--- src/rtl/gb_top.sv ---
// gb_top: Ghostbus register/RAM endpoint.
// Decodes a 24-bit word address onto a handful of small control registers
// and 8x8 RAMs. Reads are pipelined uniformly to a 3-cycle latency.
module gb_top #(
  parameter int FOO_COPIES = 4,
  parameter int TOP_BAZ    = 1
) (
  input  logic        gb_clk,
  input  logic        gb_rst,
  input  logic [23:0] gb_addr,
  input  logic [31:0] gb_wdata,
  input  logic        gb_wen,
  input  logic        gb_rstb,
  output logic [31:0] gb_rdata
);

  // Copy count as a 3-bit value so it compares cleanly against a 2-bit index.
  localparam logic [2:0] FOO_N   = 3'(FOO_COPIES);
  localparam bit         HAS_BAZ = (TOP_BAZ != 0);

  // Control registers. Foo copies at or above FOO_N are never written and
  // therefore stay at their reset value of zero.
  logic [7:0] top_reg;
  logic [3:0] top_baz;
  logic [3:0] top_foo [4];

  // RAMs have no reset; their zero contents come from device configuration.
  logic [7:0] baz_ram [8];
  logic [7:0] foo_ram [4][8];

  // Address decode: full 24-bit compares so nothing aliases.
  logic hit_top;
  logic hit_baz;
  logic hit_foo_reg;
  logic hit_baz_ram;
  logic hit_foo_ram;
  logic wr_ok;

  assign hit_top     = (gb_addr == 24'h00_0000);
  assign hit_baz     = HAS_BAZ && (gb_addr == 24'h00_0001);
  assign hit_foo_reg = (gb_addr[23:2] == 22'h1) && ({1'b0, gb_addr[1:0]} < FOO_N);
  assign hit_baz_ram = (gb_addr[23:3] == 21'h1);
  assign hit_foo_ram = (gb_addr[23:5] == 19'h1) && ({1'b0, gb_addr[4:3]} < FOO_N);
  assign wr_ok       = gb_wen && !gb_rst;

  // Only the low byte of write data ever reaches storage.
  logic unused_wdata;
  assign unused_wdata = ^gb_wdata[31:8];

  // Register writes, truncated to each register's width.
  always_ff @(posedge gb_clk or posedge gb_rst) begin
    if (gb_rst) begin
      top_reg <= '0;
      top_baz <= '0;
      for (int n = 0; n < 4; n++) top_foo[n] <= '0;
    end else if (gb_wen) begin
      if (hit_top)     top_reg                 <= gb_wdata[7:0];
      if (hit_baz)     top_baz                 <= gb_wdata[3:0];
      if (hit_foo_reg) top_foo[gb_addr[1:0]]   <= gb_wdata[3:0];
    end
  end

  // RAM writes; contents survive reset, but writes are blocked while it is held.
  always_ff @(posedge gb_clk) begin
    if (wr_ok && hit_baz_ram) baz_ram[gb_addr[2:0]]               <= gb_wdata[7:0];
    if (wr_ok && hit_foo_ram) foo_ram[gb_addr[4:3]][gb_addr[2:0]] <= gb_wdata[7:0];
  end

  // Read mux sees storage before the current edge, so a same-cycle
  // write and read to one address returns the old value.
  logic [31:0] rd_mux;
  always_comb begin
    rd_mux = '0;
    if (hit_top)          rd_mux = {24'd0, top_reg};
    else if (hit_baz)     rd_mux = {28'd0, top_baz};
    else if (hit_foo_reg) rd_mux = {28'd0, top_foo[gb_addr[1:0]]};
    else if (hit_baz_ram) rd_mux = {24'd0, baz_ram[gb_addr[2:0]]};
    else if (hit_foo_ram) rd_mux = {24'd0, foo_ram[gb_addr[4:3]][gb_addr[2:0]]};
  end

  // Three-stage read pipeline: capture on edge R, move through two more
  // stages, and land in gb_rdata on edge R+3 where it is held until the
  // next read's data arrives. Reset flushes every stage.
  logic        s1_valid, s2_valid, s3_valid;
  logic [31:0] s1_data,  s2_data,  s3_data;

  always_ff @(posedge gb_clk or posedge gb_rst) begin
    if (gb_rst) begin
      s1_valid <= 1'b0;
      s2_valid <= 1'b0;
      s3_valid <= 1'b0;
      s1_data  <= '0;
      s2_data  <= '0;
      s3_data  <= '0;
      gb_rdata <= '0;
    end else begin
      s1_valid <= gb_rstb;
      s1_data  <= rd_mux;
      s2_valid <= s1_valid;
      s2_data  <= s1_data;
      s3_valid <= s2_valid;
      s3_data  <= s2_data;
      if (s3_valid) gb_rdata <= s3_data;
    end
  end

endmodule

--- config.mk ---
export PLATFORM = sky130hd
export DESIGN_NAME = gb_top
export DESIGN_NICKNAME = d
export VERILOG_FILES = /design/src/rtl/gb_top.sv
export SDC_FILE = /design/constraint.sdc
export NUM_CORES = 1
export LEC_CHECK = 0
export ABC_AREA = 1
export BUFFER_PORTS_ARGS = -buffer_cell sky130_fd_sc_hd__buf_2
export CORE_UTILIZATION = 35
export DETAILED_ROUTE_END_ITERATION = 10
export GPL_ROUTABILITY_DRIVEN = 0
export PLACE_DENSITY_LB_ADDON = 0.05
export SLEW_MARGIN = 20
export SYNTH_ARGS = -nofsm -noshare
export SYNTH_HDL_FRONTEND = slang
export SYNTH_SLANG_ARGS = --single-unit
--- constraint.sdc ---
create_clock -name gb_clk -period 5.7 [get_ports gb_clk]
set_input_delay 0.855 -clock gb_clk [delete_from_list [all_inputs] [get_ports gb_clk]]
set_output_delay 0.855 -clock gb_clk [all_outputs]
set_load 0.02 [all_outputs]
Yosys cells after proc, flatten, opt, wreduce, memory -nomap -nowiden

Memory sizes are Yosys's and may differ from the RTL's.
Cells that the tools add are included.

Mux-type cells: 20
Equality and inequality tests: 4
Reductions and logical operators: 10
Bitwise gates (word level): 2
$lt $le $gt $ge: 4

Operator list:

| operator                                                                      | count |
|---|---|
| 64-bit two-way mux                                                            | 1 |
| 8-bit two-way mux                                                             | 8 |
| 8-bit binary-select mux with 3-bit select                                     | 1 |
| 8-bit demux with 3-bit select                                                 | 1 |
| 24-bit by 1-bit == test with 1-bit output (second input constant)             | 1 |
| 24-bit zero test                                                              | 1 |
| 22-bit by 1-bit == test with 1-bit output (second input constant)             | 1 |
| 21-bit by 1-bit == test with 1-bit output (second input constant)             | 1 |
| 19-bit by 1-bit == test with 1-bit output (second input constant)             | 1 |
| 16-bit bitwise mux                                                            | 1 |
| 4-bit two-way mux                                                             | 3 |
| 4-bit binary-select mux with 2-bit select                                     | 1 |
| 4-bit demux with 2-bit select                                                 | 1 |
| 2-bit AND reduction                                                           | 3 |
| 1-bit logical AND                                                             | 5 |
| 4-bit greater-or-equal comparator (second input constant)                     | 1 |
| 4-bit by 1-bit less-than comparator with 1-bit output (second input constant) | 1 |
| 3-bit NOT with 4-bit output                                                   | 1 |
| 3-bit greater-or-equal comparator (second input constant)                     | 1 |
| 3-bit by 1-bit less-than comparator with 1-bit output (second input constant) | 1 |
| 1-bit two-way mux                                                             | 3 |
| 2-bit NOT with 3-bit output                                                   | 1 |
| 1-bit zero test                                                               | 1 |

Register bits after elaboration: 159
Memories: 2
Memory bits (writable): 320

Memory list:

| name    | words | bits a word | read ports | clocked after memory_dff | wr ports | RTL line | source |
|---|---|---|---|---|---|---|---|
| foo_ram | 4     | 64          | 1          | 0                        | 1        | 29       | `logic [7:0] foo_ram [4][8];` |
| baz_ram | 8     | 8           | 1          | 0                        | 1        | 28       | `logic [7:0] baz_ram [8];` |

Logic depth before layout (Yosys ltp)

Gate-level depths: netlist (run 1).

Depth in word-level cells: 9
Depth in mapped cells: 17
Mapped depth without buffers: 15

Worst setup path after synthesis (run 1)

No wires, ideal clock.

Path kind: input to register
Start: input port gb_rst
End: memory baz_ram[2][0] (enable)
Setup slack: 1.973 ns
Data required time: 5.317 ns
Library setup time: 0.383 ns
Cell stages on the path: 3
Data arrival time: 3.343 ns
Path through: inv_1 nand3_1 nor3_1

Cells in the longest elaborated chain, start to end: 5

Ends and longest elaborated chain:

| element                                 | RTL line | source |
|---|---|---|
| from (decl)                             | 9        | `input logic gb_rst,` |
| 1-bit zero test (no source line)        | n/a      |  |
| 1-bit logical AND                       | 44       | `assign wr_ok = gb_wen && !gb_rst;` |
| 1-bit logical AND                       | 65       | `if (wr_ok && hit_baz_ram) baz_ram[gb_addr[2:0]] <= gb_wdata[7:0];` |
| 1-bit two-way mux                       | 65       |  |
| 1-bit two-way mux (implied by the code) | 65       |  |
| to (decl)                               | 28       |  |

No other way between the ends.

Worst setup path in the final report (run 1)

Start: input port gb_addr[3]
End: memory foo_ram[0][2] (netlist name) (enable)

RTL lines:

| element     | RTL line | source |
|---|---|---|
| from (decl) | 10       | `input logic [23:0] gb_addr,` |
| to (decl)   | 29       |  |

Straight into the memory's write port.

==> results of run 1 <==
synthesized netlist by cell type (3+ instances only):
| cell type | instances |
|---|---|
| buf_4 | 29 |
| a21oi_1 | 28 |
| mux2_2 | 10 |
| buf_1 | 5 |
| nor2_8 | 3 |
| or2_2 | 3 |
| nor2_2 | 3 |
| nor2_4 | 4 |
| inv_1 | 36 |
| nand3_2 | 6 |
| inv_2 | 5 |
| edfxtp_1 | 320 |
| buf_2 | 29 |
| nand2_2 | 8 |
| nand4_1 | 17 |
| nand3b_1 | 5 |
| a22o_1 | 3 |
| o21ai_0 | 29 |
| nor2_1 | 85 |
| nand2_1 | 439 |
| o31ai_1 | 3 |
| nor3_1 | 12 |
| dfrtp_1 | 63 |
| nand3_1 | 39 |
| o22ai_1 | 6 |
| clkbuf_1 | 7 |
| a22oi_1 | 46 |
| o21ai_1 | 10 |
report_power, final:
group          total [mW]  switching (mW)  internal (mW)
clock network        2.62            1.08           1.55
registers            3.04         0.00121           3.04
logic               0.301           0.237         0.0647
total                5.96            1.32           4.65
layout make-up:
| class | instances | share of cell area |
|---|---|---|
| Clock inverter | 20 | 0.00606 |
| Antenna cell | 1 | 0.000143 |
| Sequential cell | 383 | 0.637 |
| Tap cell | 585 | 0.0417 |
| Multi-Input combinational cell | 794 | 0.212 |
| Inverter | 42 | 0.00913 |
| Timing Repair Buffer | 69 | 0.0241 |
| Clock buffer | 56 | 0.0699 |
layer usage:
| metal | global-route usage | vias up | routed length, microns |
|---|---|---|---|
| met5 | 0 | - | 0 |
| met4 | 0.0557 | 0 | 879 |
| met3 | 0.0240 | 55 | 1250 |
| met2 | 0.288 | 156 | 18500 |
| met1 | 0.280 | 4535 | 20400 |
| li1 | - | 4488 | - |
cell families (layout without fill, tap and decap cells):
| family | count (synthesis) | after routing | share of synthesized area |
|---|---|---|---|
| AND/OR/NAND/NOR | 628 | 628 | 0.173 |
| flip-flops | 383 | 383 | 0.726 |
| AO/OA/AOI/OAI | 130 | 130 | 0.0524 |
| buffers and inverters | 114 | 187 | 0.0383 |
| multiplexers | 12 | 12 | 0.00926 |
| other | 1 | 25 | 0.000244 |
critical path, stage by stage:
cell	delay [ps]
buf_2	130
buf_4	280
nor2_8	680
inv_1	510
nor2_1	850
per-stage QoR:
| step | setup WS, ps | instances | hold WS [ps] | power [mW] |
|---|---|---|---|---|
| 3_3_place_gp | 1930 | 1873 | 332 | 3.40 |
| 4_1_cts | 2460 | 1949 | 347 | 6.05 |
| 3_5_place_dp | 1870 | 1873 | 335 | 3.41 |
| 2_1_floorplan | 1970 | 1291 | 331 | 3.27 |
| 5_1_grt | 2380 | 1949 | 352 | 6.17 |
| 6_report | 2520 | 1950 | 344 | 5.96 |
final timing paths:
kind / startpoint / end / slack, ps / cells past startpoint
max reg2reg: foo_ram[0][25] / s1_data[1] / 4010 / 12
min in group asynchronous: gb_rst / top_foo[1] / 560 / 3
max: gb_addr[3] / foo_ram[0][2] / 2520 / 5
max in group asynchronous: gb_rst / top_reg[7] / 4590 / 3
min: s1_data[4] / s2_data[4] / 340 / 0
min reg2reg: s1_data[4] / s2_data[4] / 340 / 0
==> impl_results.md, run 1 <==
* Dominant cell type by area after synthesis: edfxtp_1
* Synth async-reset ratio at 0.164
* Synth warn at 0
* Die area at 44800 sq um
* Status: finished, final reports clean
* Synth top area share at 0.624
* Final #Nets at 1393
* DRC viols at 0
* Clk buf depth at 3
* Core footprint at approximately 43000 sq um
* Mean Syn Cell Area at around 12 sq um
* Pleak at 6.70 nW
* Worst-case clock skew at ~6.3 ps
* Tcrit/Tclk final at 0.557
* Fin util at 0.406
* Initial Util at 0.356
* Number of synthesized flops with an enable pin at 320
* Ys flop type: edfxtp_1
* Area contributors post-synth: edfxtp_1 (62%), nand2_1 (11%), dfrtp_1 (10%)
* Synth Instances at 1268
* Final min period at 3180 ps
* Largest net degree at the start of global routing at 64
* Number of global-route vias before repair at 8971
* CTS tree: yes
* Cells resized by post-CTS repair at 0
* Die span in y at 212 microns
* Hold Path Class: reg -> reg
* Final setup TNS at 0 ps
* TritonCTS Buffers at 43
* Final ANT Viol Nets at 0
* Placed inst area at 16200 sq um
* Worst-margin pin slew at 1100 ps
* DRT Pass-1 Iters at 6
* First-pass GRT wire length at 61.0 mm
* Setup Buffers After CTS at 0
* # rows at 76
* Drt first-iter violations at 588
* Register area at about 11000 sq um
* RSZ-0062 raised after global routing: false
* Crit. End Element: register
* Setup violators final at 0
* Sequential cell area fraction in the yosys report at 0.726
* Req. time, crit path at roughly 5900 ps
* Power per standard cell area at between 300 and 400 nW/um^2
* Final HPWL DP at roughly 25 mm
* Post-Syn Area at about 15000 sq um
* Final hold viol count at 0
* IO buf count at 43
* Clk_lat worst skew at 550 ps
* Crit path max fanout at 46
* Root buf cell: clkbuf_16
* Clock slew at reported path FFs at 60 ps
* Hold-fix buffers, CTS at 0
* Achievable frequency at 315 MHz
* Grt ovf at 0
* Share of post-route cells with drive strength above 1 at 0.128
* Final Max Tran Viols at 0
* I/O pins at 92
* Max-cap violations at 0
* Clk sinks at 383
* Slew Limit Headroom at 0.264
* Yosys reg bits at 383
* Netlist cell types at 39
* Fillers at 4145
* Crit start category: input port
* Multi-input logic area at 3710 sq um
* All-Layer GR Usage at 0.189
* Critical path arrival at 3350 ps
* Cell area after layout at 17500 sq um
* VDD IR max at 0.213 mV
* Initial antenna violation count at 0
* Via count at 9234
* Htree depth at 2
* Synth-to-Final Area Change at 14.0%
* Vias/cell at 4.74
* Wire per inst at 21.0 microns
* Leading cell type in the layout, fill and taps excluded: nand2_1
* Most frequent cells in the layout: nand2_1 (439), edfxtp_1 (320), nor2_1 (84)
* Max reg flops at between 200 and 300
* Final WL at 41.0 mm
* CP Class: in -> reg
* Horiz. Die Dim at 212 microns
Power figures use the tool's default switching activity.
==> inputs of run 2 (changes only) <==
ABC_AREA = 0   (was 1)
clock period = 2.6 ns   (was 5.7 ns; I/O delays follow)
==> run 2 against run 1 <==
Net effect:
- combinational power up 130%
- synthesized cell count fell by 36%
- clock power is 130% higher
- critical path depth grew 4
- largest cell class unchanged
- via count down 13%
- power grew 120%
- final cell count shrank 19%
- register-to-register slack worse by 3600 ps
- final area grew 4.2%
- worst setup slack got worse by 2100 ps
- worst hold slack worse by 190 ps
==> impl_results.md, run 2 <==
* Final WL at 38.8 mm (-5.4%)
* CP dominant cell by count: buf_4
* Critical path arrival at 2620 ps (-730 ps)
* CP max stage delay at 420 ps (-430 ps)
* DRC viols at 0 (unchanged)
* Leading cell type in the layout, fill and taps excluded: edfxtp_1
* Netlist cell types at 53 (+36%)
* Via count at 8068 (-13%)
* Reg2Reg Depth at 5 (-7)
* Most frequent cells in the layout: edfxtp_1 (320), buf_4 (98), mux4_2 (79)
* IO buf count at 43 (unchanged)
* Cell area after layout at 18300 sq um (+4.2%)
* Slew Limit Headroom at 0.370 (+0.106)
* Wire per inst at 24.5 microns (+17%)
* Worst-margin pin slew at 945 ps (-151 ps)
* Clk sinks at 383 (unchanged)
* Share of post-route cells with drive strength above 1 at 0.341 (+0.212)
* Final min period at approximately 2200 ps
* Clk buf depth at 3 (unchanged)
* Initial Util at 0.355 (-0.000549)
* I/O pins at 92 (unchanged)
* Final Max Tran Viols at 0 (unchanged)
* Reg2reg start: foo_ram[3][44]
* Synth top area share at 0.626 (+0.00234)
* Post-Syn Area at 15300 sq um (-0.37%)
* Hold Path Class: in -> async
* Synth warn at 0 (unchanged)
* Die span in y at 211 microns (-0.19%)
* Cells resized by post-CTS repair at 0 (unchanged)
* Setup violators final at 0 (unchanged)
* Worst-case clock skew at 11.8 ps (+5.46 ps)
* Synth async-reset ratio at 0.164 (unchanged)
* Minimum hold slack at 151 ps (-194 ps)
* TritonCTS Buffers at 43 (unchanged)
* CTS tree: yes
* Number of global-route vias before repair at 8441 (-5.9%)
* Crit path max fanout at 19 (-59%)
* First-pass GRT wire length at 56.9 mm (-6.7%)
* Vias/cell at 5.10 (+7.7%)
* Clock slew at reported path FFs at 60 ps (about the same)
* Mean Syn Cell Area at 18.8 sq um (+55%)
* Dominant cell type by area after synthesis: edfxtp_1
* Number of synthesized flops with an enable pin at 320 (unchanged)
* Initial antenna violation count at 0 (unchanged)
* VDD IR max at 0.527 mV (+150%)
* Max-cap violations at 0 (unchanged)
* CP Class: in -> reg
* Synth cell count leaders: edfxtp_1 (320), mux4_2 (79), dfrtp_1 (63)
* Status: finished, final reports clean
* Horiz. Die Dim at 211 microns (-0.19%)
* Worst setup endpoint: s1_data[2]
* Placed inst area at 16900 sq um (+4.1%)
* Crit path cell chain: buf_4 > buf_4 > buf_12 > mux2i_1 > o22ai_1 > a211o_1 > o21ai_0 > buf_4 > o32ai_1
* R2r endpoint: s1_data[4]
* Power per standard cell area at 731 nW/um^2 (+120%)
* Req. time, crit path at 3010 ps (-2870 ps)
* Tcrit/Tclk final at 0.847
* Crit. End Element: register
* RSZ-0062 raised after global routing: false
* Ys flop type: edfxtp_1
* Register-to-register setup slack at 400 ps (-3610 ps)
* Clk_lat worst skew at 560 ps (about the same)
* Synth-to-Final Area Change at 19.2%
* Root buf cell: clkbuf_16
* WP depth at 9 (+4)
* Top-count cell post-synth: edfxtp_1
* # rows at 76 (unchanged)
* Achievable frequency at 454 MHz
* Grt ovf at 0 (unchanged)
* Synth Instances at 814 (-36%)
* Final #Nets at 1023 (-27%)
* Crit start category: input port
* Pleak at 6.49 nW (-3.1%)
* Final hold viol count at 0 (unchanged)
* All-Layer GR Usage at 0.180 (-0.00864)
* Drt first-iter violations at 570 (-3.1%)
* CP delay by family, top: buffers and inverters
* Final ANT Viol Nets at 0 (unchanged)
* DRT Pass-1 Iters at 5 (-1)
* Area contributors post-synth: edfxtp_1 (63%), mux4_2 (12%), dfrtp_1 (10%)
* Sequential cell area fraction in the yosys report at 0.729 (+0.00272)
* Die area at 44700 sq um (-0.37%)
* Yosys reg bits at 383 (unchanged)
* Worst setup path startpoint: gb_addr[3]
* Final HPWL DP at 25.6 mm (+3.6%)
* Max reg flops at 256 (unchanged)
* Core footprint at 43200 sq um (-0.22%)
* Htree depth at 2 (unchanged)
* Bufs and invs on worst path at 4 (+1)
* CP max-delay cell: o21ai_0
* Largest net degree at the start of global routing at 64 (unchanged)
## run 2: through the flow
stage	worst slack, ps	TNS [ps]	power, mW	utilization	instances
finish	398	0	13.4	0.424	1582
floorplan	-226	-5420	7.19	-	837
CTS	352	0	13.6	0.424	1580
global placement	-243	-1050	7.50	0.391	1502
detailed placement	-250	-2030	7.52	0.391	1502
global route	300	0	13.8	0.424	1580
## run 2: per-layer routing
metal,wire [microns],GRT usage,vias to the layer above
met5,0,0,-
met4,1050,0.0662,0
met3,1600,0.0269,63
met2,19100,0.300,209
met1,17000,0.240,4246
li1,-,-,3550
## run 2: power by group
part	internal, mW	total, mW	switching, mW
clock	3.67	6.01	2.33
combinational	0.254	0.705	0.451
sequential	6.67	6.67	0.00485
total	10.6	13.4	2.79
## run 2: worst min path at each step
stage,to,slack [ps],cells after the start
after floorplan,s2_data[0],330,0
after global placement,s3_data[4],330,0
after detailed placement,s3_data[4],330,0
after CTS,top_reg[4],170,3
after global routing,top_reg[5],230,3
final,top_reg[4],150,3
## run 2: cell families after synthesis
kind of cell / share of synthesized area
buf+inv: 0.0278
simple gates: 0.0481
compound gates: 0.0343
other cells: 0.000244
flops: 0.729
mux: 0.160
## run 2: worst register-to-register path: cells and delay by family (launching register included)
family | cells | cell delay (ps)
flops | 1 | 350
compound gates | 2 | 460
mux | 2 | 1070
buf+inv | 1 | 180
## run 2: timing repair
action	in CTS	in global routing
hold buffers	1	0
setup buffers	0	0
setup endpoints to repair	0	0
hold endpoints to repair	1	0
## run 2: cell type report
type	count	area (sq um)
clock inverter	23	236
inverter	4	18.8
antenna	2	5.00
timing repair buffer	149	1130
tap	585	732
clock buffer	54	1170
multi-input combinational	382	3820
fill	3888	24900
sequential	383	11200
==> inputs of run 3 (changes only) <==
clock period = 2.1 ns   (was 2.6 ns; I/O delays follow)
==> run 3 against run 2 <==
Net effect:
- routed wire length grew 7.3%
- worst hold slack worse by 45 ps
- count of clock-buffer cells in the layout decreased by 3
- sequential power grew 24%
- global-route usage increased by 1.4 points
- clock skew increased by 4.0 ps
- clock power is 15% higher
- core utilization increased by 2.4 points
- combinational power up 39%
- worst setup slack worse by 300 ps
==> impl_results.md, run 3 (synthesis gave the netlist of run 2 again) <==
* Final setup TNS at 0 ps (unchanged)
* Vias/cell at 5.06 (-0.74%)
* Critical path arrival at 2420 ps (-200 ps)
* Crit start category: register
* Req. time, crit path at 2520 ps (-490 ps)
* Leading cell type in the layout, fill and taps excluded: edfxtp_1
* Minimum hold slack at 106 ps (-45.0 ps)
* Multi-input logic area at 4080 sq um (+7.0%)
* VDD IR max at 0.691 mV (+31%)
* # diodes at 0 (-2)
* Final HPWL DP at 28.9 mm (+13%)
* GRT met2 Usage at 0.321 (+0.0216)
* Htree depth at 2 (unchanged)
* Register area at 11200 sq um (unchanged)
* Dpl cells at 1553 (+3.4%)
* Met1 Use GR at 0.255 (+0.0155)
* Peak-usage layer in the global routing report: met2
* Initial Util at 0.355 (unchanged)
* Max reg flops at 256 (unchanged)
* RSZ-0062 raised after global routing: false
* IO buf count at 43 (unchanged)
* Pwr Total at 16.2 mW (+21%)
* Grt ovf at 0 (unchanged)
* Largest net degree at the start of global routing at 64 (unchanged)
* Max-cap violations at 0 (unchanged)
* Most frequent cells in the layout: edfxtp_1 (320), buf_4 (109), mux4_2 (79)
* Setup violators final at 0 (unchanged)
* Setup Buffers After CTS at 0 (unchanged)
* Final ANT Viol Nets at 0 (unchanged)
* Clk buf depth at 3 (unchanged)
* All-Layer GR Usage at 0.194 (+0.0137)
* Clk sinks at 383 (unchanged)
* Synth-to-Final Area Change at 25.9%
* DRT Pass-1 Iters at 4 (-1)
* Final #Nets at 1074 (+5.0%)
* # rows at 76 (unchanged)
* Root buf cell: clkbuf_16
* Final Max Tran Viols at 0 (unchanged)
* Clk_lat worst skew at 570 ps (about the same)
* Fillers at 3807 (-2.1%)
* Pleak at 6.81 nW (+4.8%)
* Wire per inst at 25.6 microns (+4.2%)
* Final WL at 41.6 mm (+7.3%)
* Final hold viol count at 0 (unchanged)
* Status: finished, final reports clean
* CP Class: reg -> reg
* Clock slew at reported path FFs at 60 ps (about the same)
* GR Util met3 at 0.0417 (+0.0148)
* I/O pins at 92 (unchanged)
* Drt first-iter violations at 617 (+8.2%)
* Achievable frequency at 500 MHz
* TritonCTS Buffers at 43 (unchanged)
* Crit. End Element: register
* Number of global-route vias before repair at 8929 (+5.8%)
* Share of post-route cells with drive strength above 1 at 0.417 (+0.0764)
* CTS tree: yes
* Worst-case clock skew at 15.8 ps (+3.99 ps)
* Slew Limit Headroom at 0.469 (+0.0992)
* Via count at 8241 (+2.1%)
* First-pass GRT wire length at 61.0 mm (+7.2%)
* Final min period at 2000 ps
* Die span in y at 211 microns (unchanged)
* Non-filler instance count after layout at 1628 (+2.9%)
* Power per standard cell area at 836 nW/um^2 (+14%)
* Die area at 44700 sq um (unchanged)
* Core footprint at 43200 sq um (unchanged)
* Crit path max fanout at 1 (-18)
* Initial antenna violation count at 0 (unchanged)
* DRC viols at 0 (unchanged)
* Horiz. Die Dim at 211 microns (unchanged)
* Tcrit/Tclk final at 0.952
* Worst-margin pin slew at 796 ps (-149 ps)
* Hold Path Class: in -> async
==> run 3: cell types whose count changed in the layout (fill, tap and decap cells not counted), moves of 3 or more <==
cell       before  now
buf_12          9   49
nor2_1         45    9
nor2_2          0   23
nor2_4          0   13
buf_4          98  109
nor4_1          7    2
bufinv_16       5    1
nor4_4          2    6
nand3_1        14   11
==> run 3: power by group <==
part	total, mW	leakage, nW	internal (mW)	switching, mW
registers	8.26	3.74	8.25	0.00604
clock network	6.92	0.629	3.99	2.92
logic	0.978	2.44	0.373	0.605
==> run 3: final timing paths <==
path	startpoint	to	slack (ps)	cells past startpoint
worst max-delay path	foo_ram[0][8]	s1_data[0]	100	5
worst max register to register	foo_ram[0][8]	s1_data[0]	100	5
max in group asynchronous	gb_rst	top_foo[12]	1460	3
worst min-delay path	gb_rst	top_reg[7]	110	3
worst min register to register	s2_data[5]	s3_data[5]	350	0
min in group gb_clk	gb_addr[5]	s1_data[4]	170	3
==> run 3: final cells by class <==
class	count	share of cell area
Clock inverter	23	0.00700
Tap cell	585	0.0379
Clock buffer	51	0.0595
Sequential cell	383	0.579
Inverter	4	0.000972
Multi-Input combinational cell	382	0.211
Timing Repair Buffer	200	0.104
==> run 3: worst max-delay path, stage by stage, from the launching register on <==
cell and delay (ps):
edfxtp_1 360, mux4_2 510, a22o_1 260, a211o_1 330, a32oi_1 270, o22ai_1 130
==> run 3: per-stage QoR <==
stage | util | cell area (sq um) | setup WS [ps]
6_report | 0.447 | 19300 | 102
3_3_place_gp | 0.417 | 18000 | -506
2_1_floorplan | - | 15700 | -279
5_1_grt | 0.447 | 19300 | 19.4
4_1_cts | 0.447 | 19300 | 68.1
3_5_place_dp | 0.417 | 18000 | -457
==> run 3: metal layers <==
| layer | vias to the layer above | wire [microns] |
|---|---|---|
| met4 | 0 | 1010 |
| met1 | 4315 | 18200 |
| met2 | 198 | 20500 |
| met5 | - | 0 |
| li1 | 3667 | - |
| met3 | 61 | 1930 |
==> run 3: repair_timing <==
action	4_1_cts	5_1_grt
resized for setup	0	3
endpoints found under the setup margin	0	17
hold endpoints to repair	1	0
hold buffers	1	0
